$ cat config.mk
export PLATFORM = sky130hd
export DESIGN_NAME = imem_boot_loader
export DESIGN_NICKNAME = d
export VERILOG_FILES = /design/src/rtl/imem_boot_loader.sv
export SDC_FILE = /design/constraint.sdc
export NUM_CORES = 1
export LEC_CHECK = 0
export CAP_MARGIN = 25
export CELL_PAD_IN_SITES_DETAIL_PLACEMENT = 1
export CELL_PAD_IN_SITES_GLOBAL_PLACEMENT = 1
export CORE_MARGIN = 4
export CORE_UTILIZATION = 43
export DETAILED_ROUTE_END_ITERATION = 6
export GPL_TIMING_DRIVEN = 0
export MAX_ROUTING_LAYER = met4
export PLACE_DENSITY_LB_ADDON = 0.1
export RECOVER_POWER = 25
export SLEW_MARGIN = 30
export SYNTH_ARGS = -nofsm -noshare
export SYNTH_HDL_FRONTEND = slang
export SYNTH_SLANG_ARGS = --single-unit
$ cat constraint.sdc
create_clock -name clk -period 4.9 [get_ports clk]
set_input_delay 1.47 -clock clk [delete_from_list [all_inputs] [get_ports clk]]
set_output_delay 1.47 -clock clk [all_outputs]
set_load 0.01 [all_outputs]
$ cat src/rtl/imem_boot_loader.sv
// Boot loader: takes a length-prefixed, XOR-checksummed byte stream and writes it into
// instruction memory, then releases the core only when the checksum matches.
module imem_boot_loader #(
  parameter int DEPTH = 32,
  parameter int AW    = 5
) (
  input  logic          clk,
  input  logic          rst,
  input  logic          in_valid,
  input  logic [7:0]    in_data,
  output logic          in_ready,
  output logic          imem_we,
  output logic [AW-1:0] imem_addr,
  output logic [31:0]   imem_wdata,
  output logic          cpu_run,
  output logic          done,
  output logic          error
);

  typedef enum logic [2:0] {S_LEN, S_DATA, S_CSUM, S_RUN, S_ERR} state_t;

  localparam logic [7:0] DEPTH_B = DEPTH[7:0];

  state_t        state, state_d;
  logic [AW:0]   word_cnt;
  logic [AW-1:0] addr;
  logic [1:0]    byte_idx;
  logic [7:0]    csum;
  logic [31:0]   asm_word;
  logic          accept;
  logic          last_word;

  // in_ready is a register, so the handshake never depends combinationally on in_valid.
  assign accept    = in_valid && in_ready;
  assign last_word = ({1'b0, addr} == (word_cnt - 1'b1));

  // NOTE: state_d gets its default before the case so no path leaves it unassigned (no latch).
  always_comb begin
    state_d = state;
    case (state)
      S_LEN:  if (accept) state_d = (in_data == 8'd0 || in_data > DEPTH_B) ? S_ERR : S_DATA;
      S_DATA: if (accept && byte_idx == 2'd3 && last_word) state_d = S_CSUM;
      S_CSUM: if (accept) state_d = (in_data == csum) ? S_RUN : S_ERR;
      default: ;
    endcase
  end

  // NOTE: all state is updated with non-blocking assignments so every register sees pre-edge values.
  always_ff @(posedge clk) begin
    if (rst) begin
      state      <= S_LEN;
      word_cnt   <= '0;
      addr       <= '0;
      byte_idx   <= '0;
      csum       <= '0;
      asm_word   <= '0;
      in_ready   <= 1'b0;
      imem_we    <= 1'b0;
      imem_addr  <= '0;
      imem_wdata <= '0;
      cpu_run    <= 1'b0;
      done       <= 1'b0;
      error      <= 1'b0;
    end else begin
      state    <= state_d;
      // Flags follow the next state so done/error rise together with in_ready falling.
      in_ready <= (state_d == S_LEN) || (state_d == S_DATA) || (state_d == S_CSUM);
      cpu_run  <= (state_d == S_RUN);
      done     <= (state_d == S_RUN);
      error    <= (state_d == S_ERR);
      imem_we  <= 1'b0;

      if (accept) begin
        case (state)
          S_LEN: begin
            word_cnt <= (AW+1)'(in_data);
            addr     <= '0;
            byte_idx <= '0;
            csum     <= '0;
          end
          S_DATA: begin
            asm_word <= {asm_word[23:0], in_data};
            csum     <= csum ^ in_data;
            byte_idx <= byte_idx + 2'd1;
            if (byte_idx == 2'd3) begin
              imem_we    <= 1'b1;
              imem_addr  <= addr;
              imem_wdata <= {asm_word[23:0], in_data};
              // Holding on the last word keeps a full-depth load from wrapping to 0.
              if (!last_word) addr <= addr + 1'b1;
            end
          end
          default: ;
        endcase
      end
    end
  end

endmodule
==> results.json, run 1 <==
{
  "root_buffer": "clkbuf_8",
  "synth.distinct_cells": 37,
  "drv_cap": 0,
  "yosys_most_used_dff": "dfxtp_1",
  "crit_start": "in_valid",
  "post_drt_wl_per_cell_um": 15.5,
  "comb_power_share_pct": 6.3,
  "path_cells": "dlygate4sd3_1 > nand4bb_1 > nor2_1 > nand2_1 > clkbuf_1 > clkbuf_1 > nand2_1 > a21oi_1",
  "place_congestion": 0.840,
  "wl_um": 9600,
  "rsz0062_at_grt": "no",
  "vias_per_cell": 5.17,
  "num_vias": 3197,
  "pwr-share-clk_pct": 35.4,
  "grt_antenna_before_repair": 0,
  "clock_sinks": 89,
  "start_kind": "primary input",
  "drcViolationCount": 0,
  "netlist_area_um2": 3600,
  "post-dp-hpwl_um": 7230,
  "drt_first_pass_iters": 4,
  "synth.area.top_cells": "dfxtp_1, nand2_1, a21oi_1, xnor2_1, o21ai_0",
  "sw_frac_of_total_pct": 25.2,
  "dieHeight_um": 99.5,
  "tightest_slew_ns": 0.644,
  "ctsResizeCount": 0,
  "finalSetupViolCount": 0,
  "relSlewSlack_pct": 56.9,
  "grt_max_degree": 16,
  "fin_crit_ns": 3.52,
  "avgSynthCellArea_um2": 8.03,
  "synthesis.nets": 462,
  "ant_nets": 0,
  "yosysWarningCount": 0,
  "finalClockSkew_ns": 0.0142,
  "htreeDepth": 3,
  "netlist_instances": 448,
  "status": "completed",
  "min_period_over_period_pct": 71.9,
  "endpoint": "imem_wdata[4]",
  "path_class": "primary input to flip-flop",
  "ioPinCount": 53,
  "clock_latency_ns": 0.35,
  "yosysMostFrequentCell": "nand2_1",
  "cp.arrival_ns": 3.73,
  "cts_hold_buffers": 0,
  "worst_slack_ns": 1.38,
  "synth-seq-cells": 89,
  "cts_max_path_buffers": 2,
  "internal_power_mw": 0.942,
  "synth_largest_area_cell": "dfxtp_1",
  "synthTopCellsByCount": "nand2_1, dfxtp_1, a21oi_1, clkbuf_1, o21ai_0",
  "seq_area_frac_synth_pct": 49.5,
  "drive_gt1_share_pct": 5.65,
  "path_buf_inv": 3,
  "die_area_um2": 9890,
  "r2r_cells": 8,
  "track_usage_pct": 20.8,
  "leakagePower_nw": 1.53,
  "numCtsBuffers": 9,
  "ir_drop_uv": 140,
  "antenna_cells": 0,
  "yosysTopAreaCellShare_pct": 49.5,
  "fin_hold_ws_ns": 0.456,
  "pre_cts_ws_ns": 1.02,
  "critPathMaxStageDelay_ns": 0.58,
  "seqPwrFrac_pct": 58.3,
  "clock.fmax_mhz": 284,
  "core_area_um2": 8180,
  "p_switching_mw": 0.317,
  "synth-edff-count": 0,
  "die_x_um": 99.5,
  "slew_viol_final": 0,
  "grt_pass1_wl_um": 16000,
  "r2r_end": "error",
  "cp_max_fo": 10,
  "port_buffers": 50,
  "rows": 33,
  "initial_core_util_pct": 44.0,
  "ff2ff_setup_slack_ns": 2.52,
  "drt_iter0_markers": 89,
  "finalSetupTns_ns": 0,
  "post-place-cells": 603,
  "required_ns": 5.11,
  "tritoncts": "built",
  "hold_class": "flip-flop to flip-flop",
  "grt-ovfl-total": 0,
  "cts_setup_buffers": 0,
  "min_path_cells": 2,
  "cellPowerDensity_nw_per_um2": 286,
  "stdcell_count": 618,
  "cp_top_family": "buffers and inverters",
  "rr_startpoint": "word_cnt[0]",
  "hold_viol": 0,
  "ys_async_sr_fraction_pct": 0,
  "grt_pass1_vias": 3254,
  "fin_nets": 523,
  "worst-path-stages": 8,
  "crit_slowest_cell": "dlygate4sd3_1",
  "clkSlewWorstSetupHoldPaths_ns": 0.09,
  "syn2layout_area_growth_pct": 22.2,
  "end_kind": "flip-flop"
}
## worst register-to-register path, cell delays in order (launching register included)
cell and delay, ns:
dfxtp_1 0.43, inv_1 0.07, ha_1 0.23, nor2b_1 0.14, or3_1 0.35, a31oi_1 0.41
and3_1 0.31, a311oi_2 0.14, nor4b_2 0.23
## cell type report
cell class	count	area, µm²
Fill cell	1050	3780
Sequential cell	89	1780
Multi-Input combinational cell	326	1680
Timing Repair Buffer	50	500
Tap cell	105	131
Clock buffer	9	124
Buffer	28	115
Clock inverter	6	42.5
Inverter	5	18.8
## power by group through the flow
stage / combinational [mW] / sequential [mW] / clock (mW)
detailed placement: 0.0807 / 0.751 / 0
global placement: 0.0785 / 0.750 / 0
floorplan: 0.0493 / 0.750 / 0
global route: 0.0881 / 0.735 / 0.483
finish: 0.0799 / 0.733 / 0.445
CTS: 0.0812 / 0.733 / 0.454
## placed cells by master, fill, tap and decap left out, drive strengths merged, types with 2 or more instances in the layout
| cell type | instances |
|---|---|
| inv | 7 |
| clkinv | 2 |
| dlygate4sd3 | 31 |
| o21ai | 24 |
| nand3 | 2 |
| or3 | 5 |
| a31oi | 2 |
| buf | 4 |
| xnor2 | 15 |
| clkbuf | 33 |
| a21oi | 71 |
| nor4 | 2 |
| dfxtp | 89 |
| clkdlybuf4s50 | 19 |
| or4 | 2 |
| nand2 | 136 |
| mux2i | 4 |
| nor2b | 15 |
| nor2 | 20 |
| clkinvlp | 2 |
| nand4 | 3 |
| nor4b | 2 |
| ha | 3 |
| nor3b | 2 |
| nor3 | 8 |
## how the worst min path moves through the flow
| stage | start | end |
|---|---|---|
| floorplan | asm_word[16] | imem_wdata[24] |
| global placement | asm_word[23] | imem_wdata[31] |
| detailed placement | imem_wdata[31] | imem_wdata[31] |
| CTS | imem_addr[1] | imem_addr[1] |
| global route | imem_wdata[4] | imem_wdata[4] |
| finish | imem_wdata[14] | imem_wdata[14] |
## state kept, by name, indices dropped and copies added (netlist names), 2 cells and up
| name | flops |
|---|---|
| byte_idx | 2 |
| addr | 5 |
| word_cnt | 6 |
| csum | 8 |
| asm_word | 24 |
| state | 3 |
| imem_addr | 5 |
| imem_wdata | 32 |
## metal layers
| layer | GRT usage [%] | share of wire (%) | up-vias |
|---|---|---|---|
| li1 | - | - | 1613 |
| met4 | 7.04 | 1.5 | 0 |
| met1 | 27.4 | 47 | 1514 |
| met3 | 2.45 | 3.4 | 13 |
| met5 | - | 0 | - |
| met2 | 33.2 | 48 | 57 |
## through the flow
stage          area (µm²)  total power, mW  utilization, %
2_1_floorplan        3600            0.799               -
3_3_place_gp         4230            0.828            51.7
3_5_place_dp         4230            0.831            51.7
4_1_cts              4400             1.27            53.8
5_1_grt              4400             1.31            53.8
6_report             4400             1.26            53.8
## cell families (layout without fill, tap and decap cells)
logic type      Yosys count  in the layout  share of synthesized area, %
flops                    89             89                          49.5
fa+ha+maj                 3              3                          1.04
xor+xnor                 15             15                          3.65
simple gates            202            202                          25.4
mux                       4              4                          1.11
compound gates          102            102                          15.5
buf+inv                  33             98                          3.72
Power figures use the tool's default switching activity.
==> run 2: changes to the inputs <==
--- a/config.mk
+++ b/config.mk
@@ -9,7 +9,7 @@
 export CELL_PAD_IN_SITES_DETAIL_PLACEMENT = 1
 export CELL_PAD_IN_SITES_GLOBAL_PLACEMENT = 1
 export CORE_MARGIN = 4
-export CORE_UTILIZATION = 43
+export CORE_UTILIZATION = 40
 export DETAILED_ROUTE_END_ITERATION = 6
 export GPL_TIMING_DRIVEN = 0
 export MAX_ROUTING_LAYER = met4
==> constraint.sdc (replaced) <==
create_clock -name clk -period 3.4 [get_ports clk]
set_input_delay 1.02 -clock clk [delete_from_list [all_inputs] [get_ports clk]]
set_output_delay 1.02 -clock clk [all_outputs]
set_load 0.01 [all_outputs]
==> results.json, run 2 (synthesized netlist as in run 1, its figures left out) <==
{
  "grt_antenna_before_repair": 0,
  "r2r_cells": 8,
  "die_x_um": 103,
  "relSlewSlack_pct": 54.1,
  "final_common_cell": "nand2_1",
  "port_buffers": 50,
  "antenna_cells": 0,
  "cts_setup_buffers": 0,
  "worst_slack_ns": 0.354,
  "required_ns": 3.61,
  "status": "completed",
  "regArea_um2": 1780,
  "fin_hold_ws_ns": 0.456,
  "finalClockSkew_ns": 0.00881,
  "tritoncts": "built",
  "grt_use_met2_pct": 33.7,
  "multi_input_area_um2": 1680,
  "largest_reg_flops": 32,
  "grt_util_met3_pct": 2.23,
  "post_drt_wl_per_cell_um": 16.2,
  "wl_um": 10100,
  "fin_nets": 523,
  "cellPowerDensity_nw_per_um2": 446,
  "finalSetupViolCount": 0,
  "min_period_over_period_pct": 89.6,
  "clock_sinks": 89,
  "ctsResizeCount": 0,
  "root_buffer": "clkbuf_8",
  "num_vias": 3248,
  "reg_top3": "imem_wdata x32, asm_word x24, csum x8",
  "tightest_slew_ns": 0.685,
  "drive_gt1_share_pct": 5.65,
  "grt_pass1_wl_um": 16900,
  "place_congestion": 0.812,
  "ioPinCount": 53,
  "syn2layout_area_growth_pct": 23.7,
  "nFillCells": 1078,
  "drt_first_pass_iters": 7,
  "htreeDepth": 3,
  "cp_top_family": "buffers and inverters",
  "rr_startpoint": "word_cnt[0]",
  "post-dp-hpwl_um": 7450,
  "hold_class": "flip-flop to flip-flop",
  "use_met1_pct": 28.0,
  "top_usage_layer": "met2",
  "clock_latency_ns": 0.36,
  "critPathMaxStageDelay_ns": 0.51,
  "finalSetupTns_ns": 0,
  "dieHeight_um": 103,
  "ir_drop_uv": 231,
  "initial_core_util_pct": 41.2,
  "ant_nets": 0,
  "ff2ff_setup_slack_ns": 1.00,
  "clock.fmax_mhz": 328,
  "vias_per_cell": 5.23,
  "path_class": "primary input to flip-flop",
  "track_usage_pct": 21.2,
  "cp_max_fo": 10,
  "path_cells": "clkdlybuf4s50_1 > nand4bb_1 > nor2_1 > nand2_1 > clkbuf_1 > clkbuf_1 > nand2_1 > a21oi_1",
  "clkSlewWorstSetupHoldPaths_ns": 0.09,
  "crit_start": "in_valid",
  "cts_max_path_buffers": 2,
  "end_kind": "flip-flop",
  "drt_iter0_markers": 119,
  "grt_pass1_vias": 3396,
  "die_area_um2": 10600,
  "hp-start": "imem_wdata[25]",
  "start_kind": "primary input",
  "cp.arrival_ns": 3.25,
  "core_area_um2": 8720,
  "final_cell_mix": "nand2_1, dfxtp_1, a21oi_1",
  "cts_hold_buffers": 0,
  "pre_cts_ws_ns": -0.0667,
  "grt-ovfl-total": 0,
  "hold_viol": 0,
  "r2r_end": "error",
  "rsz0062_at_grt": "no",
  "path_buf_inv": 3,
  "drcViolationCount": 0,
  "grt_max_degree": 16,
  "numCtsBuffers": 9,
  "fin_crit_ns": 3.05,
  "drv_cap": 0,
  "min_to": "imem_wdata[25]",
  "min_path_cells": 2,
  "leakagePower_nw": 1.55,
  "top_register": "imem_wdata",
  "slew_viol_final": 0,
  "crit_slowest_cell": "clkdlybuf4s50_1",
  "rows": 34
}
==> run 2: changes by cell type in the layout (fill, tap and decap cells not counted), sizes merged <==
cell,change
inv,-1
clkinv,-1
bufinv,+2
==> run 2: through the flow <==
step | power [mW] | util, % | instance area, µm² | std cells
finish | 1.99 | 51.0 | 4450 | 621
global route | 2.06 | 51.0 | 4450 | 621
CTS | 2.00 | 51.0 | 4450 | 621
detailed placement | 1.20 | 48.5 | 4230 | 606
global placement | 1.20 | 48.5 | 4230 | 606
floorplan | 1.15 | - | 3600 | 448
==> run 2: final cells by class <==
class                           count  area share (%)
Sequential cell                    89            40.0
Timing Repair Buffer               50            11.2
Buffer                             28            2.59
Clock inverter                      6            2.08
Clock buffer                        9            2.78
Inverter                            5           0.422
Multi-Input combinational cell    326            37.8
Tap cell                          108            3.04
==> run 2: tightest hold or removal path, cell delays in order (launching register included) <==
cell and delay, ns:
dfxtp_1 0.32, nand2_1 0.05, a21oi_1 0.05
==> run 2: where the power goes <==
group	internal [mW]	switching, mW
Clock	0.414	0.398
Combinational	0.0448	0.0724
Sequential	1.05	0.00875
Total	1.51	0.479
==> run 2: metal layers <==
layer,wire length [µm],vias up,share of wire [%]
li1,-,1608,-
met1,4680,1563,46
met2,4810,60,48
met3,366,17,3.6
met4,209,0,2.1
met5,0,-,0
==> run 2: worst max-delay path by stage <==
| stage | end | depth (start not counted) | slack, ns |
|---|---|---|---|
| floorplan | error | 6 | 0.97 |
| global placement | imem_wdata[6] | 8 | 0.01 |
| detailed placement | imem_wdata[4] | 8 | -0.07 |
| CTS | imem_wdata[4] | 8 | 0.31 |
| global route | imem_wdata[8] | 8 | 0.12 |
| finish | imem_wdata[4] | 8 | 0.35 |
==> run 3: changes to the inputs <==
--- a/config.mk
+++ b/config.mk
@@ -11,7 +11,6 @@
 export CORE_MARGIN = 4
 export CORE_UTILIZATION = 40
 export DETAILED_ROUTE_END_ITERATION = 6
-export GPL_TIMING_DRIVEN = 0
 export MAX_ROUTING_LAYER = met4
 export PLACE_DENSITY_LB_ADDON = 0.1
 export RECOVER_POWER = 25
==> results.json, run 3 (synthesized netlist as in run 1, its figures left out) <==
{
  "end_kind": "flip-flop",
  "crit_slowest_cell": "clkbuf_1",
  "numCtsBuffers": 9,
  "syn2layout_area_growth_pct": 23.2,
  "wl_um": 9340,
  "grt_pass1_vias": 3183,
  "critPathMaxStageDelay_ns": 0.83,
  "htreeDepth": 3,
  "finalSetupTns_ns": 0,
  "reg_top3": "imem_wdata x32, asm_word x24, csum x8",
  "die_area_um2": 10600,
  "grt_pass1_wl_um": 15600,
  "antenna_cells": 0,
  "finalSetupViolCount": 0,
  "ctsResizeCount": 0,
  "required_ns": 3.68,
  "cts_max_path_buffers": 2,
  "die_x_um": 103,
  "fin_area_um2": 4430,
  "clkSlewWorstSetupHoldPaths_ns": 0.09,
  "clock.fmax_mhz": 356,
  "post_drt_wl_per_cell_um": 15.4,
  "top_register": "imem_wdata",
  "initial_core_util_pct": 41.2,
  "rows": 34,
  "grt_max_degree": 60,
  "port_buffers": 52,
  "leakagePower_nw": 1.48,
  "crit_top_cell": "nand2_1",
  "dieHeight_um": 103,
  "num_vias": 3149,
  "path_cells": "dlygate4sd3_1 > nand2_1 > nor3_1 > nand2_1 > clkbuf_1 > nand2_1 > a21oi_1",
  "cellPowerDensity_nw_per_um2": 432,
  "drt_iter0_markers": 146,
  "ir_drop_uv": 189,
  "cts_setup_buffers": 0,
  "place_area_um2": 4230,
  "post-dp-hpwl_um": 6660,
  "cp.arrival_ns": 3.09,
  "finalPower_mw": 1.92,
  "vias_per_cell": 5.19,
  "ant_nets": 0,
  "ioPinCount": 53,
  "grt-ovfl-total": 0,
  "drive_gt1_share_pct": 7.62,
  "track_usage_pct": 19.3,
  "tightest_slew_ns": 1.11,
  "core_area_um2": 8720,
  "finalClockSkew_ns": 0.00774,
  "final_cell_mix": "nand2_1, dfxtp_1, a21oi_1",
  "start_kind": "primary input",
  "rsz0062_at_grt": "no",
  "hold_viol": 0,
  "slew_viol_final": 0,
  "clock_sinks": 89,
  "hold_class": "flip-flop to flip-flop",
  "fin_nets": 508,
  "tritoncts": "built",
  "path_class": "primary input to flip-flop",
  "place_congestion": 0.880,
  "min_period_over_period_pct": 82.5,
  "status": "completed",
  "clock_latency_ns": 0.35,
  "drv_cap": 0,
  "drt_first_pass_iters": 5,
  "fin_crit_ns": 2.81,
  "grt_antenna_before_repair": 0,
  "cts_hold_buffers": 0,
  "root_buffer": "clkbuf_8",
  "cp_max_fo": 25,
  "drcViolationCount": 0,
  "relSlewSlack_pct": 25.8,
  "final_common_cell": "nand2_1",
  "largest_reg_flops": 32,
  "nFillCells": 1079
}
run 3: cell count changes in the layout (fill, tap and decap cells not counted), sizes merged:
cell           change
buf                +7
bufinv             -1
clkbuf            -22
clkdlybuf4s50     +24
clkinv             +3
clkinvlp           -2
dlygate4sd3       -23
run 3: final timing paths:
kind                    to  depth (start not counted)     startpoint  slack [ns]
min reg2reg  imem_wdata[1]                          2  imem_wdata[1]        0.46
max            asm_word[1]                          7       in_valid        0.59
min          imem_wdata[1]                          2  imem_wdata[1]        0.46
max reg2reg          error                          8    word_cnt[0]        1.08
run 3: area by class of cell:
class	instances	area, µm²	area share, %
Tap cell	108	135	3.05
Sequential cell	89	1780	40.2
Clock inverter	6	66.3	1.50
Clock buffer	10	138	3.10
Multi-Input combinational cell	326	1690	38.0
Timing Repair Buffer	63	607	13.7
Inverter	5	18.8	0.423
run 3: per-layer routing:
layer | GRT usage, % | part of all wire, % | vias to the layer above | routed length (µm)
met3 | 3.86 | 3.4 | 10 | 318
met4 | 4.48 | 1.1 | 0 | 102
met1 | 25.3 | 47 | 1495 | 4420
met5 | - | 0 | - | 0
li1 | - | - | 1586 | -
met2 | 30.8 | 48 | 58 | 4500
run 3: per-stage QoR:
stage          setup WS, ns  std cells  hold slack, ns  util, %
3_3_place_gp          0.337        591           0.442     48.5
3_5_place_dp          0.269        591           0.449     48.5
5_1_grt               0.338        607           0.479     50.8
4_1_cts               0.641        607           0.461     50.9
6_report              0.594        607           0.455     50.8
2_1_floorplan         0.969        448           0.432        -
run 3: power by group:
part	leakage [nW]	switching, mW	internal [mW]
Clock	0.107	0.381	0.363
Sequential	0.718	0.00912	1.05
Combinational	0.658	0.0659	0.0485
run 3: critical path: cells and delay by family:
| kind | cells | cell delay (ns) |
|---|---|---|
| and+or+nand+nor | 4 | 0.47 |
| AOI/OAI and AO/OA | 1 | 0.21 |
| buffers and inverters | 2 | 1.40 |
